===== config.mk =====
export PLATFORM = sky130hd
export DESIGN_NAME = bound_flasher_ctrl_flat
export DESIGN_NICKNAME = d
export VERILOG_FILES = /design/src/rtl/bound_flasher_ctrl_if.sv /design/src/rtl/bound_flasher_ctrl.sv /design/src/flat_wrapper.sv
export SDC_FILE = /design/constraint.sdc
export NUM_CORES = 1
export LEC_CHECK = 0
export BUFFER_PORTS_ARGS = -buffer_cell sky130_fd_sc_hd__buf_2
export CAP_MARGIN = 20
export CORE_ASPECT_RATIO = 1.25
export CORE_MARGIN = 2
export CORE_UTILIZATION = 46
export DETAILED_ROUTE_END_ITERATION = 10
export MAX_ROUTING_LAYER = met4
export PLACE_DENSITY_LB_ADDON = 0.12
export SYNTH_ARGS = -nofsm -noshare
export SYNTH_HDL_FRONTEND = slang
export SYNTH_SLANG_ARGS = --single-unit

===== constraint.sdc =====
create_clock -name clk -period 10.7 [get_ports clk]
set_input_delay 0.535 -clock clk [delete_from_list [all_inputs] [get_ports clk]]
set_output_delay 0.535 -clock clk [all_outputs]
set_load 0.02 [all_outputs]

===== src/rtl/bound_flasher_ctrl_if.sv =====
// Bound flasher controller bus: flick request in,
// lamp bar, counter and next-counter controls out.
interface bound_flasher_ctrl_if;
  logic        flick;
  logic [15:0] lamps;
  logic [4:0]  counter;
  logic [1:0]  count_state;
  logic [4:0]  counter_load;
  logic        counter_load_en;

  modport master (
    output flick,
    input  lamps,
    input  counter,
    input  count_state,
    input  counter_load,
    input  counter_load_en
  );

  modport slave (
    input  flick,
    output lamps,
    output counter,
    output count_state,
    output counter_load,
    output counter_load_en
  );
endinterface


===== src/rtl/bound_flasher_ctrl.sv =====
// Bound flasher sequencer: walks up/down/kickback/blink
// pattern and owns the 5-bit lamp counter.
module bound_flasher_ctrl #(
  parameter int BLINK_COUNT = 2
) (
  input logic                 clk,
  input logic                 rst,
  bound_flasher_ctrl_if.slave bus
);

  typedef enum logic [3:0] {
    IDLE,
    UP1,
    DOWN1,
    UP2,
    DOWN2,
    UP3,
    DOWN3,
    BLINK_ON,
    BLINK_OFF
  } state_t;

  localparam logic [1:0] COUNT_DIS     = 2'b00;
  localparam logic [1:0] COUNT_UP_EN   = 2'b01;
  localparam logic [1:0] COUNT_DOWN_EN = 2'b10;
  localparam logic [1:0] COUNT_HOLD    = 2'b11;
  localparam logic [1:0] BLINK_LAST    = 2'(BLINK_COUNT - 1);

  state_t      state;
  state_t      state_n;
  logic [4:0]  counter;
  logic [4:0]  counter_n;
  logic [1:0]  blink_cnt;
  logic [1:0]  cs;
  logic [4:0]  ld;
  logic        ld_en;
  logic        kick;
  logic [15:0] lamps;

  assign kick = bus.flick &&
                (counter == 5'd6 || counter == 5'd11);

  always_comb begin
    state_n = state;
    case (state)
      IDLE:      if (bus.flick) state_n = UP1;
      UP1:       if (counter == 5'd6) state_n = DOWN1;
      DOWN1:     if (counter == 5'd0) state_n = UP2;
      UP2: begin
        if (kick) state_n = DOWN1;
        else if (counter == 5'd11) state_n = DOWN2;
      end
      DOWN2:     if (counter == 5'd5) state_n = UP3;
      UP3: begin
        if (kick) state_n = DOWN2;
        else if (counter == 5'd16) state_n = DOWN3;
      end
      DOWN3:     if (counter == 5'd0) state_n = BLINK_ON;
      BLINK_ON:  state_n = BLINK_OFF;
      BLINK_OFF: begin
        if (blink_cnt == BLINK_LAST) state_n = IDLE;
        else state_n = BLINK_ON;
      end
      default:   state_n = IDLE;
    endcase
  end

  // Controls look ahead at state_n so the turn-around
  // happens in the cycle the target is reached.
  always_comb begin
    cs    = COUNT_DIS;
    ld    = 5'd0;
    ld_en = 1'b0;
    if (!rst) begin
      unique case (1'b1)
        state_n == UP1,
        state_n == UP2,
        state_n == UP3:       cs = COUNT_UP_EN;
        state_n == DOWN1,
        state_n == DOWN2,
        state_n == DOWN3:     cs = COUNT_DOWN_EN;
        state_n == BLINK_ON: begin
          cs    = COUNT_HOLD;
          ld    = 5'd16;
          ld_en = 1'b1;
        end
        state_n == BLINK_OFF: begin
          cs    = COUNT_HOLD;
          ld_en = 1'b1;
        end
        default:              cs = COUNT_DIS;
      endcase
    end
  end

  always_comb begin
    counter_n = counter;
    if (ld_en) begin
      counter_n = ld;
    end else begin
      case (cs)
        COUNT_DIS:     counter_n = 5'd0;
        COUNT_UP_EN:   counter_n = counter + 5'd1;
        COUNT_DOWN_EN: counter_n = counter - 5'd1;
        default:       counter_n = counter;
      endcase
    end
  end

  always_ff @(posedge clk or posedge rst) begin
    if (rst) begin
      state     <= IDLE;
      counter   <= 5'd0;
      blink_cnt <= 2'd0;
    end else begin
      state   <= state_n;
      counter <= counter_n;
      if (state == BLINK_OFF) begin
        if (blink_cnt == BLINK_LAST) blink_cnt <= 2'd0;
        else blink_cnt <= blink_cnt + 2'd1;
      end
    end
  end

  always_comb begin
    lamps = '0;
    for (int i = 0; i < 16; i++) begin
      lamps[i] = (5'(i) < counter);
    end
  end

  assign bus.lamps           = lamps;
  assign bus.counter         = counter;
  assign bus.count_state     = cs;
  assign bus.counter_load    = ld;
  assign bus.counter_load_en = ld_en;

endmodule


===== src/flat_wrapper.sv =====
// flat-port wrapper written by rule: the top's interface ports become plain ports
module bound_flasher_ctrl_flat 
#(
  parameter int BLINK_COUNT = 2
)
  (clk, rst, bus_flick, bus_lamps, bus_counter, bus_count_state, bus_counter_load, bus_counter_load_en);
  bound_flasher_ctrl_if bus_i ();
  input logic clk;
  input logic rst;
  input wire logic [$bits(bus_i.flick)-1:0] bus_flick;
  output wire logic [$bits(bus_i.lamps)-1:0] bus_lamps;
  output wire logic [$bits(bus_i.counter)-1:0] bus_counter;
  output wire logic [$bits(bus_i.count_state)-1:0] bus_count_state;
  output wire logic [$bits(bus_i.counter_load)-1:0] bus_counter_load;
  output wire logic [$bits(bus_i.counter_load_en)-1:0] bus_counter_load_en;
  assign bus_i.flick = bus_flick;
  assign bus_lamps = bus_i.lamps;
  assign bus_counter = bus_i.counter;
  assign bus_count_state = bus_i.count_state;
  assign bus_counter_load = bus_i.counter_load;
  assign bus_counter_load_en = bus_i.counter_load_en;
  bound_flasher_ctrl #(.BLINK_COUNT(BLINK_COUNT)) u_core (.clk(clk), .rst(rst), .bus(bus_i));
endmodule

==> results_tabular.tex, run 1 <==
\begin{tabular}{lr}
\hline
Metric & Value \\
\hline
\multicolumn{2}{l}{\textbf{Outcome}} \\
\quad Run status & finished, final reports clean \\
\multicolumn{2}{l}{\textbf{Setup path}} \\
\quad Worst-case register-to-register setup slack & 6960 ps \\
\quad Kind of start point of the critical path & flip-flop \\
\quad Worst path required time & 10880 ps \\
\quad Endpoint kind of the worst setup timing path & flip-flop \\
\quad Reg-to-reg startpoint & u\_core.bus.counter[1]\$\_DFFE\_PP0P\_ \\
\quad Setup CP Type & flip-flop to flip-flop \\
\quad Number of cells on the worst reg-to-reg path & 10 \\
\quad Critical path arrival & 3930 ps \\
\quad Origin of the worst setup path & u\_core.bus.counter[1]\$\_DFFE\_PP0P\_ \\
\quad Largest driver fanout on the critical path & 20 \\
\multicolumn{2}{l}{\textbf{Power and ir drop}} \\
\quad Maximum ir drop on the vdd rail & 0.000107 V \\
\quad Power per Cell Area & 198 mW/mm\^{}2 \\
\quad Leakage Power & 0.729 nW \\
\quad Overall Power & 0.271 mW \\
\multicolumn{2}{l}{\textbf{Synth}} \\
\quad Largest family of logic cells by synthesized area & compound AO/OA/AOI/OAI gates \\
\quad Leading cell types by total area after synthesis & sky130\_fd\_sc\_hd\_\_dfrtp\_1, sky130\_fd\_sc\_hd\_\_ha\_1, sky130\_fd\_sc\_hd\_\_nand2b\_1, sky130\_fd\_sc\_hd\_\_buf\_4, sky130\_fd\_sc\_hd\_\_o21ai\_0 \\
\quad Share of cell area taken by muxes after synthesis & 0.00900 \\
\quad Post-synthesis share of cell area spent on full adders, half adders and majority gates & 0.0800 \\
\quad Top cells by instance count after synthesis & sky130\_fd\_sc\_hd\_\_dfrtp\_1, sky130\_fd\_sc\_hd\_\_nand2\_1 \\
\quad Synthesized-area fraction occupied by xor and xnor cells & 0.0280 \\
\quad Share of the synthesized area in the top cell type & 0.220 \\
\quad Proportion of synthesized chip area in sequential cells & 0.220 \\
\quad Number of warnings printed during yosys synthesis & 0 \\
\quad Commonest register cell after synthesis & sky130\_fd\_sc\_hd\_\_dfrtp\_1 \\
\quad Share of async-settable or async-resettable flops after synthesis & 1.00 \\
\quad Post-synthesis compound-gate area fraction & 0.319 \\
\quad Basic-gate share of the synthesized area counting and, or, nand and nor cells & 0.239 \\
\quad Synthesized area divided by synthesized cell count & 8.51 um\^{}2 \\
\quad Number of synthesized flops with an enable pin & 0 \\
\quad Number of distinct library cell variants in the gate-level netlist after synthesis & 59 \\
\quad Mapped Cells & 147 \\
\quad Most instantiated library cell after synthesis & sky130\_fd\_sc\_hd\_\_dfrtp\_1 \\
\quad Area leader, netlist & sky130\_fd\_sc\_hd\_\_dfrtp\_1 \\
\quad Synthesized area & 0.00125 mm\^{}2 \\
\quad Post-synthesis register bit count & 11 \\
\multicolumn{2}{l}{\textbf{STA}} \\
\quad Pins over their slew limit & 0 \\
\quad Unrepaired setup endpoints after global routing & false \\
\quad Transition time of the tightest slew-check pin & 720 ps \\
\quad Finish-stage setup viols & 0 \\
\quad Tightest hold margin & 291 ps \\
\quad Clk\_skew & 11.3 ps \\
\quad Maximum achievable frequency & 267 MHz \\
\quad Count of endpoints failing hold in the final timing report & 0 \\
\quad Final period utilization & 0.350 \\
\quad Setup Total Neg Slack & 0 ps \\
\quad Slew headroom & 0.520 \\
\quad Period minus WS final & 3740 ps \\
\multicolumn{2}{l}{\textbf{Layout}} \\
\quad Number of diodes added for antenna fixing & 0 \\
\quad Post-Route Utilization & 0.523 \\
\quad Number of nets in the finished design & 177 \\
\quad Synth-to-layout area growth & 9.80\% \\
\quad Proportion of layout cells with a drive suffix above 1 & 0.261 \\
\multicolumn{2}{l}{\textbf{Die}} \\
\quad Chip height & 62.3 um \\
\quad Initial Utilization & 0.476 \\
\quad Floorplan die area & 0.00316 mm\^{}2 \\
\quad Number of standard-cell rows in the floorplan & 21 \\
\quad Die Wd & 50.6 um \\
\quad Core area & 0.00263 mm\^{}2 \\
\quad Ports & 32 \\
\multicolumn{2}{l}{\textbf{Placed design}} \\
\quad Gpl congestion & 0.864 \\
\quad Buffers added on ports & 27 \\
\quad HPWL Detailed & 2.39 mm \\
\multicolumn{2}{l}{\textbf{GRT}} \\
\quad Wire length of the first global-routing pass & 5.31 mm \\
\quad Antenna violations before repair & 0 \\
\quad Sum of overflow across all layers after global routing & 0 \\
\quad Largest net degree at the start of global routing & 25 \\
\quad Vias in the first global route & 1149 \\
\quad All-layer global routing usage & 0.222 \\
\multicolumn{2}{l}{\textbf{Run}} \\
\quad Maxcap violations & 0 \\
\multicolumn{2}{l}{\textbf{Route}} \\
\quad Total via count after detailed routing & 1196 \\
\quad Routed length per placed instance & 15.9 um \\
\quad First-pass detailed-route iteration total & 4 \\
\quad Post-detailed-route count of antenna-violating nets & 0 \\
\quad Number of vias per cell & 6.01 \\
\quad Total Routed Length & 3.16 mm \\
\quad Number of remaining DRC errors & 0 \\
\quad Iter 0 DRT Violations & 35 \\
\multicolumn{2}{l}{\textbf{Clock tree}} \\
\quad Hold-fix buffer count after cts & 0 \\
\quad Clk Tree Root Cell & sky130\_fd\_sc\_hd\_\_clkbuf\_4 \\
\quad H-Tree Level Count & 1 \\
\quad Cts repair resizes & 0 \\
\quad Buffers inserted during post-CTS setup optimization & 0 \\
\quad CTS Buf Count & 3 \\
\quad Clock sink count & 11 \\
\quad Clock latency on the worst-skew pair & 270 ps \\
\quad TritonCTS clock tree & yes \\
\quad Maximum buffer depth of the clock tree & 2 \\
\quad Clock transition at the registers of the reported paths & 90 ps \\
\multicolumn{2}{l}{\textbf{Hold path}} \\
\quad Class of the worst hold path & input pin to async pin \\
\hline
\end{tabular}
==> area by class of cell <==
type | count | area [um^2]
Timing Repair Buffer | 27 | 135
Multi-Input combinational cell | 114 | 860
Clock buffer | 3 | 22.5
Sequential cell | 11 | 275
Tap cell | 34 | 42.5
Inverter | 9 | 33.8
Clock inverter | 1 | 5.00
Fill cell | 266 | 1250
==> report_power, final <==
group	switching [mW]	total, mW	leakage, nW	internal [mW]
clock network	0.0156	0.0294	0.0177	0.0138
registers	0.0269	0.0764	0.149	0.0495
logic	0.100	0.166	0.563	0.0654
==> cell families (layout without fill, tap and decap cells) <==
| family | Yosys count | count (layout) |
|---|---|---|
| buf+inv | 25 | 40 |
| fa+ha+maj | 8 | 8 |
| compound gates | 50 | 50 |
| flops | 11 | 11 |
| other cells | 1 | 4 |
| mux | 1 | 1 |
| simple gates | 47 | 47 |
| xor+xnor | 4 | 4 |
==> per-layer routing <==
layer	vias to the layer above	GRT usage	part of all wire
li1	571	-	-
met1	580	0.267	0.44
met2	39	0.380	0.50
met3	6	0.0168	0.038
met4	0	0.0845	0.017
met5	-	-	0
==> path summary, 6_finish.rpt <==
path	to
hold / removal	u_core.blink_cnt[1]$_DFFE_PP0N_
min in group clk	u_core.blink_cnt[0]$_DFFE_PP0N_
hold reg to reg	u_core.blink_cnt[0]$_DFFE_PP0N_
setup / recovery	u_core.bus.counter[2]$_DFFE_PP0P_
max in group asynchronous	u_core.state[0]$_DFF_PP0_
setup reg to reg	u_core.bus.counter[2]$_DFFE_PP0P_
==> registers in the layout, summed over array words and instances (netlist names) <==
| name | count |
|---|---|
| u_core.blink_cnt | 2 |
| u_core.state | 4 |
| u_core.bus.counter | 5 |
==> stage by stage <==
stage,setup WS [ps],instance area (um^2),instances
CTS,7020,1370,199
floorplan,7020,1260,150
global route,6610,1370,199
detailed placement,7050,1350,195
global placement,7140,1350,195
finish,6960,1370,199
==> worst max-delay path: stages (launching register included) <==
cell                       delay (ps)
sky130_fd_sc_hd__dfrtp_1          710
sky130_fd_sc_hd__inv_1            210
sky130_fd_sc_hd__ha_1             280
sky130_fd_sc_hd__a311oi_1         460
sky130_fd_sc_hd__o32ai_2          190
sky130_fd_sc_hd__and3_4           240
sky130_fd_sc_hd__o2111a_1         260
sky130_fd_sc_hd__ha_1             290
sky130_fd_sc_hd__nor3_1           570
sky130_fd_sc_hd__a22oi_1          180
sky130_fd_sc_hd__a211oi_1         250
==> layout by cell type, fill, tap and decap left out, types with 2 or more instances in the layout <==
cell | synthesis | routed
sky130_fd_sc_hd__o21ai_0 | 8 | 8
sky130_fd_sc_hd__nand2b_1 | 8 | 8
sky130_fd_sc_hd__nor3_1 | 3 | 3
sky130_fd_sc_hd__o21bai_1 | 3 | 3
sky130_fd_sc_hd__xor2_1 | 3 | 3
sky130_fd_sc_hd__nand2_1 | 10 | 10
sky130_fd_sc_hd__inv_1 | 8 | 8
sky130_fd_sc_hd__nor2b_1 | 2 | 2
sky130_fd_sc_hd__nor2_1 | 6 | 6
sky130_fd_sc_hd__nand4bb_1 | 2 | 2
sky130_fd_sc_hd__a21o_1 | 3 | 3
sky130_fd_sc_hd__a22oi_1 | 5 | 5
sky130_fd_sc_hd__a31o_2 | 2 | 2
sky130_fd_sc_hd__o2bb2ai_1 | 2 | 2
sky130_fd_sc_hd__a21oi_1 | 3 | 3
sky130_fd_sc_hd__buf_2 | 3 | 27
sky130_fd_sc_hd__ha_1 | 8 | 8
sky130_fd_sc_hd__a211oi_1 | 4 | 4
sky130_fd_sc_hd__nand3_1 | 4 | 4
sky130_fd_sc_hd__dfrtp_1 | 11 | 11
sky130_fd_sc_hd__clkbuf_4 | 0 | 3
sky130_fd_sc_hd__conb_1 | 1 | 4
Power figures use the tool's default switching activity.
==> run 2: changes to the inputs <==
==> constraint.sdc (replaced) <==
create_clock -name clk -period 3.02 [get_ports clk]
set_input_delay 0.151 -clock clk [delete_from_list [all_inputs] [get_ports clk]]
set_output_delay 0.151 -clock clk [all_outputs]
set_load 0.02 [all_outputs]
==> run 2 against run 1 <==
Compared with the run above:
- the run now ends with setup timing left
- die area is the same
- critical path depth grew 4
- routed wire length hardly changed
- via count is 3.7% higher
- cell count is 10% higher
- flip-flop and latch count unchanged
- combinational power rose to 4.7 times the previous value
- largest cell class unchanged
==> results_tabular.tex, run 2 (synthesis results as in run 1) <==
\begin{tabular}{lr}
\hline
Metric & Value \\
\hline
\multicolumn{2}{l}{\textbf{Outcome}} \\
\quad Run status & complete, but fails checks \\
\quad Failing checks & setup timing \\
\multicolumn{2}{l}{\textbf{Layout}} \\
\quad Registers with the most flip-flops & u\_core.bus.counter: 5 flops, u\_core.state: 4 flops, u\_core.blink\_cnt: 2 flops \\
\quad Most flop-heavy register & u\_core.bus.counter \\
\quad Number of flip-flops in the largest register & 5 \\
\quad Most frequent cells in the layout & sky130\_fd\_sc\_hd\_\_buf\_2, sky130\_fd\_sc\_hd\_\_buf\_4, sky130\_fd\_sc\_hd\_\_nand2\_1 \\
\quad Total non-filler cell area in the finished layout & 0.00164 mm\^{}2 \\
\quad Most frequent standard cell in the layout excluding fill and tap cells & sky130\_fd\_sc\_hd\_\_buf\_2 \\
\quad Proportion of layout cells with a drive suffix above 1 & 0.438 \\
\quad Synth-to-layout area growth & 31.1\% \\
\quad Number of diodes added for antenna fixing & 0 \\
\quad Number of nets in the finished design & 197 \\
\multicolumn{2}{l}{\textbf{Run}} \\
\quad Maxcap violations & 0 \\
\multicolumn{2}{l}{\textbf{Placed design}} \\
\quad Instance area after placement & 0.00150 mm\^{}2 \\
\quad HPWL Detailed & 2.47 mm \\
\quad Gpl congestion & 0.916 \\
\quad Buffers added on ports & 27 \\
\multicolumn{2}{l}{\textbf{Route}} \\
\quad Number of remaining DRC errors & 0 \\
\quad Total via count after detailed routing & 1240 \\
\quad Number of vias per cell & 5.66 \\
\quad First-pass detailed-route iteration total & 5 \\
\quad Iter 0 DRT Violations & 17 \\
\quad Total Routed Length & 3.16 mm \\
\quad Routed length per placed instance & 14.4 um \\
\quad Post-detailed-route count of antenna-violating nets & 0 \\
\multicolumn{2}{l}{\textbf{STA}} \\
\quad Period minus WS final & 3030 ps \\
\quad Setup Total Neg Slack & -10.9 ps \\
\quad Finish-stage setup viols & 1 \\
\quad Clk\_skew & 5.89 ps \\
\quad Maximum achievable frequency & 330 MHz \\
\quad Pins over their slew limit & 0 \\
\quad Worst Slack Setup Final & -10.9 ps \\
\quad Count of endpoints failing hold in the final timing report & 0 \\
\quad Unrepaired setup endpoints after global routing & true \\
\quad Final period utilization & 1.00 \\
\quad Tightest hold margin & 366 ps \\
\multicolumn{2}{l}{\textbf{Power and ir drop}} \\
\quad Power per Cell Area & 681 mW/mm\^{}2 \\
\quad Maximum ir drop on the vdd rail & 0.000451 V \\
\quad Leakage Power & 0.834 nW \\
\multicolumn{2}{l}{\textbf{Clock tree}} \\
\quad Clock sink count & 11 \\
\quad Clock transition at the registers of the reported paths & 70 ps \\
\quad TritonCTS clock tree & yes \\
\quad CTS Buf Count & 3 \\
\quad H-Tree Level Count & 1 \\
\quad Clock latency on the worst-skew pair & 270 ps \\
\quad Maximum buffer depth of the clock tree & 2 \\
\quad Clk Tree Root Cell & sky130\_fd\_sc\_hd\_\_clkbuf\_4 \\
\multicolumn{2}{l}{\textbf{GRT}} \\
\quad All-layer global routing usage & 0.222 \\
\quad Met3 routing resource usage after global routing & 0.0144 \\
\quad Largest net degree at the start of global routing & 16 \\
\quad Sum of overflow across all layers after global routing & 0 \\
\quad GRT busiest layer & met2 \\
\quad Antenna violations before repair & 0 \\
\quad M1 GR Usage & 0.279 \\
\quad Wire length of the first global-routing pass & 5.36 mm \\
\quad Vias in the first global route & 1165 \\
\quad GR Layer Usage met2 & 0.367 \\
\multicolumn{2}{l}{\textbf{Setup path}} \\
\quad Highest cell delay on the worst timing path & 460 ps \\
\quad Number of cells on the worst reg-to-reg path & 14 \\
\quad Critical path arrival & 3210 ps \\
\quad Library cell appearing most often on the critical path & sky130\_fd\_sc\_hd\_\_ha\_4 \\
\quad Worst path required time & 3200 ps \\
\quad Critical-path cell with the highest stage delay & sky130\_fd\_sc\_hd\_\_or4b\_4 \\
\quad Kind of start point of the critical path & flip-flop \\
\quad Endpoint kind of the worst setup timing path & flip-flop \\
\quad Ordered cell list for the critical path & inv\_4 -> buf\_6 -> ha\_4 -> nand4b\_1 -> a2111oi\_4 -> a211o\_1 -> a31o\_2 -> o2111a\_2 -> ha\_4 -> or4b\_4 -> a21oi\_2 -> a221o\_1 -> a22oi\_1 -> a211oi\_1 \\
\quad Largest driver fanout on the critical path & 4 \\
\quad Setup CP Type & flip-flop to flip-flop \\
\multicolumn{2}{l}{\textbf{Die}} \\
\quad Initial Utilization & 0.476 \\
\quad Core area & 0.00263 mm\^{}2 \\
\quad Chip height & 62.3 um \\
\quad Die Wd & 50.6 um \\
\quad Floorplan die area & 0.00316 mm\^{}2 \\
\quad Number of standard-cell rows in the floorplan & 21 \\
\quad Ports & 32 \\
\multicolumn{2}{l}{\textbf{Hold path}} \\
\quad Class of the worst hold path & input pin to async pin \\
\hline
\end{tabular}
## run 2: changes by cell type in the layout (fill, tap and decap cells not counted), moves of 2 or more
cell                      previous run  this run
sky130_fd_sc_hd__buf_4               0        18
sky130_fd_sc_hd__ha_1                8         4
sky130_fd_sc_hd__dfrtp_1            11         8
sky130_fd_sc_hd__dfrtp_2             0         3
sky130_fd_sc_hd__ha_4                0         3
sky130_fd_sc_hd__inv_1               8         5
sky130_fd_sc_hd__inv_4               0         2
## run 2: what timing repair did
item / CTS / global route
setup buffers: 0 / 4
gates resized for setup: 1 / 15
endpoints found under the hold margin: 6 / 0
pin swaps: 0 / 11
setup endpoints to repair: 1 / 5
hold buffers: 1 / 0
## run 2: per-stage QoR
| stage | power, mW | instances | worst slack (ps) | util |
|---|---|---|---|---|
| floorplan | 0.763 | 150 | -182 | - |
| global placement | 0.940 | 210 | 62.1 | 0.570 |
| detailed placement | 0.954 | 210 | -46.3 | 0.570 |
| CTS | 1.06 | 215 | 22.7 | 0.585 |
| global route | 1.21 | 219 | -196 | 0.624 |
| finish | 1.12 | 219 | -10.9 | 0.624 |
## run 2: power breakdown
part           total (mW)  switching (mW)  internal, mW
Sequential          0.242          0.0637         0.178
Combinational       0.778           0.433         0.344
Clock              0.0971          0.0460        0.0511
## run 2: critical path, delay by kind of cell (launching register included)
| kind | cells | cell delay, ps |
|---|---|---|
| DFF | 1 | 430 |
| and+or+nand+nor | 2 | 600 |
| adders and majority gates | 2 | 290 |
| AOI/OAI and AO/OA | 8 | 1450 |
| buffers and inverters | 2 | 180 |
## run 2: metal layers
metal	routed length, um	share of wire
met1	1380	0.44
met4	55	0.017
met3	111	0.035
met5	0	0
met2	1610	0.51
## run 2: layout make-up
class	instances	area, um^2
fill	260	987
multi-input combinational	114	962
timing repair buffer	47	292
sequential	11	279
tap	34	42.5
inverter	9	38.8
clock buffer	4	26.3
## run 2: final timing paths
kind                                                           to  slack, ps                               from
worst min register to register    u_core.blink_cnt[0]$_DFFE_PP0N_        490    u_core.blink_cnt[0]$_DFFE_PP0N_
worst min-delay path                    u_core.state[3]$_DFF_PP0_        370                                rst
worst max-delay path            u_core.bus.counter[3]$_DFFE_PP0P_        -10  u_core.bus.counter[0]$_DFFE_PP0P_
min in group clk                        u_core.state[1]$_DFF_PP0_        380                          bus_flick
max in group asynchronous       u_core.bus.counter[2]$_DFFE_PP0P_       2250                                rst
worst max register to register  u_core.bus.counter[3]$_DFFE_PP0P_        -10  u_core.bus.counter[0]$_DFFE_PP0P_
